$ cat src/rtl/rr_arbiter83_pkg.sv
// ---------------------------------------------------------------------------
// rr_arbiter83_pkg
// Shared definitions for the 8-requester round-robin arbiter:
//   RR_N_REQ    - number of requesters (the arbiter only supports 8)
//   RR_ID_W     - width of the binary grant index
//   RR_TIMEOUT  - default maximum hold time of one owner, in cycles (2..255)
//   RR_CNT_W    - width of the hold counter (large enough for TIMEOUT-1 = 254)
//   state_t     - arbiter FSM encoding (IDLE / OWN / GAP)
// ---------------------------------------------------------------------------
package rr_arbiter83_pkg;

    localparam int RR_N_REQ   = 8;
    localparam int RR_ID_W    = 3;
    localparam int RR_TIMEOUT = 16;
    localparam int RR_CNT_W   = 8;

    typedef enum logic [1:0] {
        IDLE = 2'd0,
        OWN  = 2'd1,
        GAP  = 2'd2
    } state_t;

    // One-hot vector with only bit 'idx' set.
    function automatic logic [RR_N_REQ-1:0] id_to_onehot(input logic [RR_ID_W-1:0] idx);
        logic [RR_N_REQ-1:0] v;
        v      = '0;
        v[idx] = 1'b1;
        return v;
    endfunction

endpackage : rr_arbiter83_pkg

$ cat src/rtl/rr_arbiter83_pick.sv
// ---------------------------------------------------------------------------
// rr_pick
// Combinational round-robin priority encoder. Finds the first set request
// bit searching upward from ptr+1 and wrapping from the top index to 0, so
// the requester at ptr itself is considered last.
//
// Ports:
//   req  in   N_REQ  request vector
//   ptr  in   ID_W   index of the most recent winner
//   any  out  1      at least one request is set
//   idx  out  ID_W   winning index (meaningless when any = 0)
// ---------------------------------------------------------------------------
module rr_pick
    import rr_arbiter83_pkg::*;
#(
    parameter int N_REQ = RR_N_REQ,
    parameter int ID_W  = RR_ID_W
) (
    input  logic [N_REQ-1:0] req,
    input  logic [ID_W-1:0]  ptr,
    output logic             any,
    output logic [ID_W-1:0]  idx
);

    // ext[j] = req[(j+1) mod N_REQ]. Indexing it at ptr+k gives the request
    // k positions after the pointer, so no modulo arithmetic is needed and
    // every bit of the extended vector is reachable.
    logic [2*N_REQ-2:0] ext;
    logic [N_REQ-1:0]   rot;
    logic [N_REQ-1:0]   hit;
    logic [ID_W-1:0]    off;

    assign ext = {req, req[N_REQ-1:1]};

    genvar gi;
    generate
        for (gi = 0; gi < N_REQ; gi++) begin : g_rot
            // rot[gi] is the request gi+1 places after the pointer.
            assign rot[gi] = ext[32'(ptr) + gi];
        end

        for (gi = 0; gi < N_REQ; gi++) begin : g_hit
            // Lowest set bit of the rotated vector wins.
            if (gi == 0) begin : g_first
                assign hit[gi] = rot[gi];
            end else begin : g_rest
                assign hit[gi] = rot[gi] & ~(|rot[gi-1:0]);
            end
        end
    endgenerate

    // hit is one-hot (or zero), so a plain scan encodes it.
    always_comb begin
        off = '0;
        for (int k = 0; k < N_REQ; k++) begin
            if (hit[k]) begin
                off = ID_W'(k);
            end
        end
    end

    // N_REQ is a power of two, so ID_W-bit addition wraps 7 -> 0 naturally.
    assign idx = ptr + ID_W'(1) + off;
    assign any = |req;

endmodule : rr_pick

$ cat src/rtl/rr_arbiter83.sv
// ---------------------------------------------------------------------------
// rr_arbiter83
// Round-robin arbiter for 8 requesters with a per-owner hold limit.
// IDLE picks a winner (round-robin from the last winner), OWN holds the
// grant until release, requester drop or hold-limit expiry, and GAP inserts
// one dead cycle before arbitration resumes. All outputs are registered.
//
// Ports:
//   clk            in   1      rising-edge clock
//   rst            in   1      asynchronous active-high reset
//   req            in   N_REQ  level-sensitive request vector
//   release_grant  in   1      owner finished (only looked at in OWN); the
//                              natural name 'release' is an SV keyword
//   gnt            out  N_REQ  one-hot grant, zero when nobody owns
//   gnt_id         out  ID_W   binary index of gnt, zero when gnt is zero
//   busy           out  1      high while gnt is non-zero
//   timeout        out  1      one-cycle pulse when the hold limit revokes
// ---------------------------------------------------------------------------
module rr_arbiter83
    import rr_arbiter83_pkg::*;
#(
    parameter int N_REQ   = RR_N_REQ,
    parameter int ID_W    = RR_ID_W,
    parameter int TIMEOUT = RR_TIMEOUT
) (
    input  logic             clk,
    input  logic             rst,
    input  logic [N_REQ-1:0] req,
    input  logic             release_grant,
    output logic [N_REQ-1:0] gnt,
    output logic [ID_W-1:0]  gnt_id,
    output logic             busy,
    output logic             timeout
);

    localparam logic [RR_CNT_W-1:0] HOLD_LAST = RR_CNT_W'(TIMEOUT - 1);

    state_t                state_reg,   state_next;
    logic [ID_W-1:0]       ptr_reg,     ptr_next;
    logic [RR_CNT_W-1:0]   cnt_reg,     cnt_next;
    logic [N_REQ-1:0]      gnt_reg,     gnt_next;
    logic [ID_W-1:0]       gnt_id_reg,  gnt_id_next;
    logic                  busy_reg,    busy_next;
    logic                  timeout_reg, timeout_next;

    logic                  pick_any;
    logic [ID_W-1:0]       pick_idx;

    rr_pick #(
        .N_REQ (N_REQ),
        .ID_W  (ID_W)
    ) u_pick (
        .req (req),
        .ptr (ptr_reg),
        .any (pick_any),
        .idx (pick_idx)
    );

    // ptr resets to the top index so requester 0 has first priority.
    always_ff @(posedge clk or posedge rst) begin
        if (rst) begin
            state_reg   <= IDLE;
            ptr_reg     <= ID_W'(N_REQ - 1);
            cnt_reg     <= '0;
            gnt_reg     <= '0;
            gnt_id_reg  <= '0;
            busy_reg    <= 1'b0;
            timeout_reg <= 1'b0;
        end else begin
            state_reg   <= state_next;
            ptr_reg     <= ptr_next;
            cnt_reg     <= cnt_next;
            gnt_reg     <= gnt_next;
            gnt_id_reg  <= gnt_id_next;
            busy_reg    <= busy_next;
            timeout_reg <= timeout_next;
        end
    end

    // Outputs are computed for the state being entered, so each register
    // already holds the value that belongs to the current state.
    always_comb begin
        state_next   = state_reg;
        ptr_next     = ptr_reg;
        cnt_next     = '0;
        gnt_next     = '0;
        gnt_id_next  = '0;
        busy_next    = 1'b0;
        timeout_next = 1'b0;

        case (state_reg)
            IDLE: begin
                if (pick_any) begin
                    state_next  = OWN;
                    ptr_next    = pick_idx;
                    gnt_next    = id_to_onehot(pick_idx);
                    gnt_id_next = pick_idx;
                    busy_next   = 1'b1;
                end
            end

            OWN: begin
                // Release (or the owner dropping its request) has priority
                // over the hold limit, so timeout never fires alongside it.
                if (release_grant || !req[gnt_id_reg]) begin
                    state_next = GAP;
                end else if (cnt_reg == HOLD_LAST) begin
                    state_next   = GAP;
                    timeout_next = 1'b1;
                end else begin
                    cnt_next    = cnt_reg + RR_CNT_W'(1);
                    gnt_next    = gnt_reg;
                    gnt_id_next = gnt_id_reg;
                    busy_next   = 1'b1;
                end
            end

            GAP: begin
                // Requests are deliberately not looked at here.
                state_next = IDLE;
            end

            default: begin
                state_next = IDLE;
            end
        endcase
    end

    assign gnt     = gnt_reg;
    assign gnt_id  = gnt_id_reg;
    assign busy    = busy_reg;
    assign timeout = timeout_reg;

endmodule : rr_arbiter83

$ cat config.mk
export PLATFORM = sky130hd
export DESIGN_NAME = rr_arbiter83
export DESIGN_NICKNAME = d
export VERILOG_FILES = /design/src/rtl/rr_arbiter83_pkg.sv /design/src/rtl/rr_arbiter83_pick.sv /design/src/rtl/rr_arbiter83.sv
export SDC_FILE = /design/constraint.sdc
export NUM_CORES = 1
export LEC_CHECK = 0
export ABC_AREA = 1
export CAP_MARGIN = 25
export CORE_UTILIZATION = 44
export DETAILED_ROUTE_END_ITERATION = 10
export PLACE_DENSITY = 0.76
export SYNTH_ARGS = -nofsm -noshare
export SYNTH_HDL_FRONTEND = slang
export SYNTH_HIERARCHICAL = 1
export SYNTH_SLANG_ARGS = --single-unit
$ cat constraint.sdc
create_clock -name clk -period 6.5 [get_ports clk]
set_input_delay 1.3 -clock clk [delete_from_list [all_inputs] [get_ports clk]]
set_output_delay 1.3 -clock clk [all_outputs]
set_load 0.03 [all_outputs]
==> impl_results.md <==
* Hold WC Path Type: register to register
* Min Hold Slack at 479 ps
* Nets at 344
* Worst slew margin at 36.3%
* Critical Path AT at 4220 ps
* Placed Area at 2310 um^2
* Fin crit period at 4010 ps
* Routed via count at 1904
* Crit-path slowest cell: clkdlybuf4s50_1
* Area share of the largest cell type after synthesis at 27.7%
* Die span in x at 70.7 um
* Global route overflow at 0
* Syn Nets at 322
* Mean Syn Cell Area at 6.90 um^2
* Routed WL at 4440 um
* FF-to-FF Start: ptr_reg[0]
* Worst-path clk slew at 90 ps
* Die area at 5000 um^2
* Fmax achieved at 249 MHz
* Design Area, Final at 2380 um^2
* Crit share post-route at 61.8%
* Worst setup EP type: register
* Ratio of cells with drive above 1 in the final layout at 11.5%
* Largest net degree at the start of global routing at 27
* Initial antenna violation count at 0
* Sequential fraction of the synthesis area at 31.5%
* Pleak at 1.25 nW
* Pins over their slew limit at 0
* TritonCTS clock tree: done
* Synth Instances at 301
* Cell area after synthesis at 2080 um^2
* Hold path start: cnt_reg[0]
* Core Area at 4440 um^2
* Startpoint types: input port
* Slowest stage delay, CP at 480 ps
* Port buffer count at 23
* Register-to-Register Path Depth at 21
* Mean routed wirelength per cell at 11.9 um
* Yosys warnings at 6
* Placer congestion estimate at 0.886
* Crit Path Max Fanout at 5
* Power per cell area at 567 nW/um^2
* Vias in the first global route at 1839
* Vias/cell at 5.09
* Outcome: finished clean
* DRC violations left at 0
* RSZ-0062 raised after global routing: false
* First-pass GRT wire length at 8000 um
* Worst skew pair latency at 260 ps
* Post-cts hold buffer count at 0
* Largest cells by area after synthesis: dfrtp_1 (28%), nand2_1 (17%), nand3_1 (10%)
* Clock skew at 5.10 ps
* H-tree depth at 1
* Critical Path RT at 6710 ps
* Post-synth top area cell: dfrtp_1
* Initial Utilization at 46.8%
* CP Launch Point: req[6]
* Die height at 70.7 um
* CTS Sinks at 26
* Psw at 0.746 mW
* Internal at 0.606 mW
* Leading cell types by count after synthesis: nand2_1 (95), nand3_1 (43), inv_1 (37), dfrtp_1 (23), nor2_1 (21)
* Clk Tree Root Cell: clkbuf_8
* Final hold violation count at 0
* Flops & latches, synth at 26
* Final setup TNS at 0 ps
* 1st-pass router iterations at 6
* Post-CTS Setup Inserts at 0
* Final HPWL DP at 3490 um
* ANT cells at 0
* Count leader, synth: nand2_1
* Cell variety after synth at 29
* Max IR drop VDD at 502 uV
* Final ANT Viol Nets at 0
* CTS Buffer Depth at 2
* Layout area overhead at 14.7%
* Async SR Flop Fraction at 100%
* Cell row count at 24
* Comb pwr share at 70.9%
* Critical Setup Path Class: input port to register
* I/O pins at 24
* Slew of the pin with the lowest slew margin at 955 ps
* Hold path depth at 1
* GRT Overall Usage at 19.4%
* Post-cts gate resize count at 0
* Primary FF master, synth: dfrtp_1
* Switching Share at 55.2%
* Number of synthesized flops with an enable pin at 0
* Total of max-cap violations at 0
* Clock power frac at 9.7%
* Setup Viol. Count Final at 0
* Worst-path cell chain: clkdlybuf4s50_1 > inv_1 > nand2_1 > nand3_1 > nand3_1 > nand3_2 > nand3_1 > nor2_1 > nand2_1 > nor3_1 > nor2_1 > ha_1 > fa_1 > xor2_1 > inv_1 > nand3_1 > nand2_1 > inv_1 > nor2_1 > nand2_1 > nand2_1
* CTS Buf Count at 3
* Cell mode on critical path: nand2_1
* Sequential share of power at 19.4%
* DR iter-0 viols at 144
[metrics by stage]
stage	utilization, %	setup WS [ps]	cells	power (mW)
after floorplan	-	3080	301	1.04
after detailed placement	52.0	2230	370	1.21
final	53.6	2490	374	1.35
after CTS	53.6	2510	374	1.35
after global routing	53.6	2150	374	1.51
after global placement	52.0	2310	370	1.20
[cells in the final DEF, fill, tap and decap left out, types with 6 or more instances in the layout]
master / count
nand2_1: 95
inv_1: 37
nand3_2: 6
nor2_1: 21
nor2_2: 7
ha_1: 9
nand3_1: 43
nand4_1: 13
nand2_2: 10
clkdlybuf4s50_1: 23
dfrtp_1: 23
[power groups by stage]
stage               registers, mW  logic, mW  clock network (mW)
detailed placement          0.266      0.947                   0
CTS                         0.262      0.957               0.134
global placement            0.264      0.932                   0
finish                      0.263      0.959               0.131
global route                0.268       1.10               0.140
floorplan                   0.272      0.768                   0
[kinds of logic (layout without fill, tap and decap cells)]
kind of cell             count (synthesis)  count (layout)  synth area share [%]
XOR/XNOR                                 8               8                  3.37
adder cells (fa/ha/maj)                 10              10                  6.38
AO/OA/AOI/OAI                            5               5                  1.32
flip-flops                              26              26                  31.5
AND/OR/NAND/NOR                        205             205                  47.1
buffers and inverters                   47              68                  10.4
[final cells by class]
| type | instances | area, um^2 |
|---|---|---|
| well taps | 52 | 65.1 |
| inverters | 41 | 154 |
| flip-flops and latches | 26 | 654 |
| clock inverters | 1 | 30.0 |
| fillers | 432 | 2060 |
| multi-input cells | 228 | 1210 |
| repair buffers | 23 | 230 |
| clock buffers | 3 | 41.3 |
[critical path, delay by kind of cell]
kind	cells	cell delay, ps
fa+ha+maj	2	550
xor+xnor	1	160
buf+inv	4	720
simple gates	14	1470
[final timing paths]
kind                                endpoint  slack [ps]
worst min register to register    cnt_reg[0]         480
worst max-delay path                  gnt[4]        2490
max in group asynchronous       state_reg[0]        4370
min in group asynchronous             gnt[6]        1550
worst min-delay path              cnt_reg[0]         480
worst max register to register        gnt[4]        2680
[metal layers]
layer	wire length (um)	share of wire, %	vias to the layer above	track usage (%)
met5	0	0	-	0
met4	44	0.99	0	3.56
met3	164	3.7	5	2.42
met2	2080	47	34	33.3
met1	2150	48	866	26.5
li1	-	-	999	-
No activity file was read; power rests on OpenSTA's default activity.
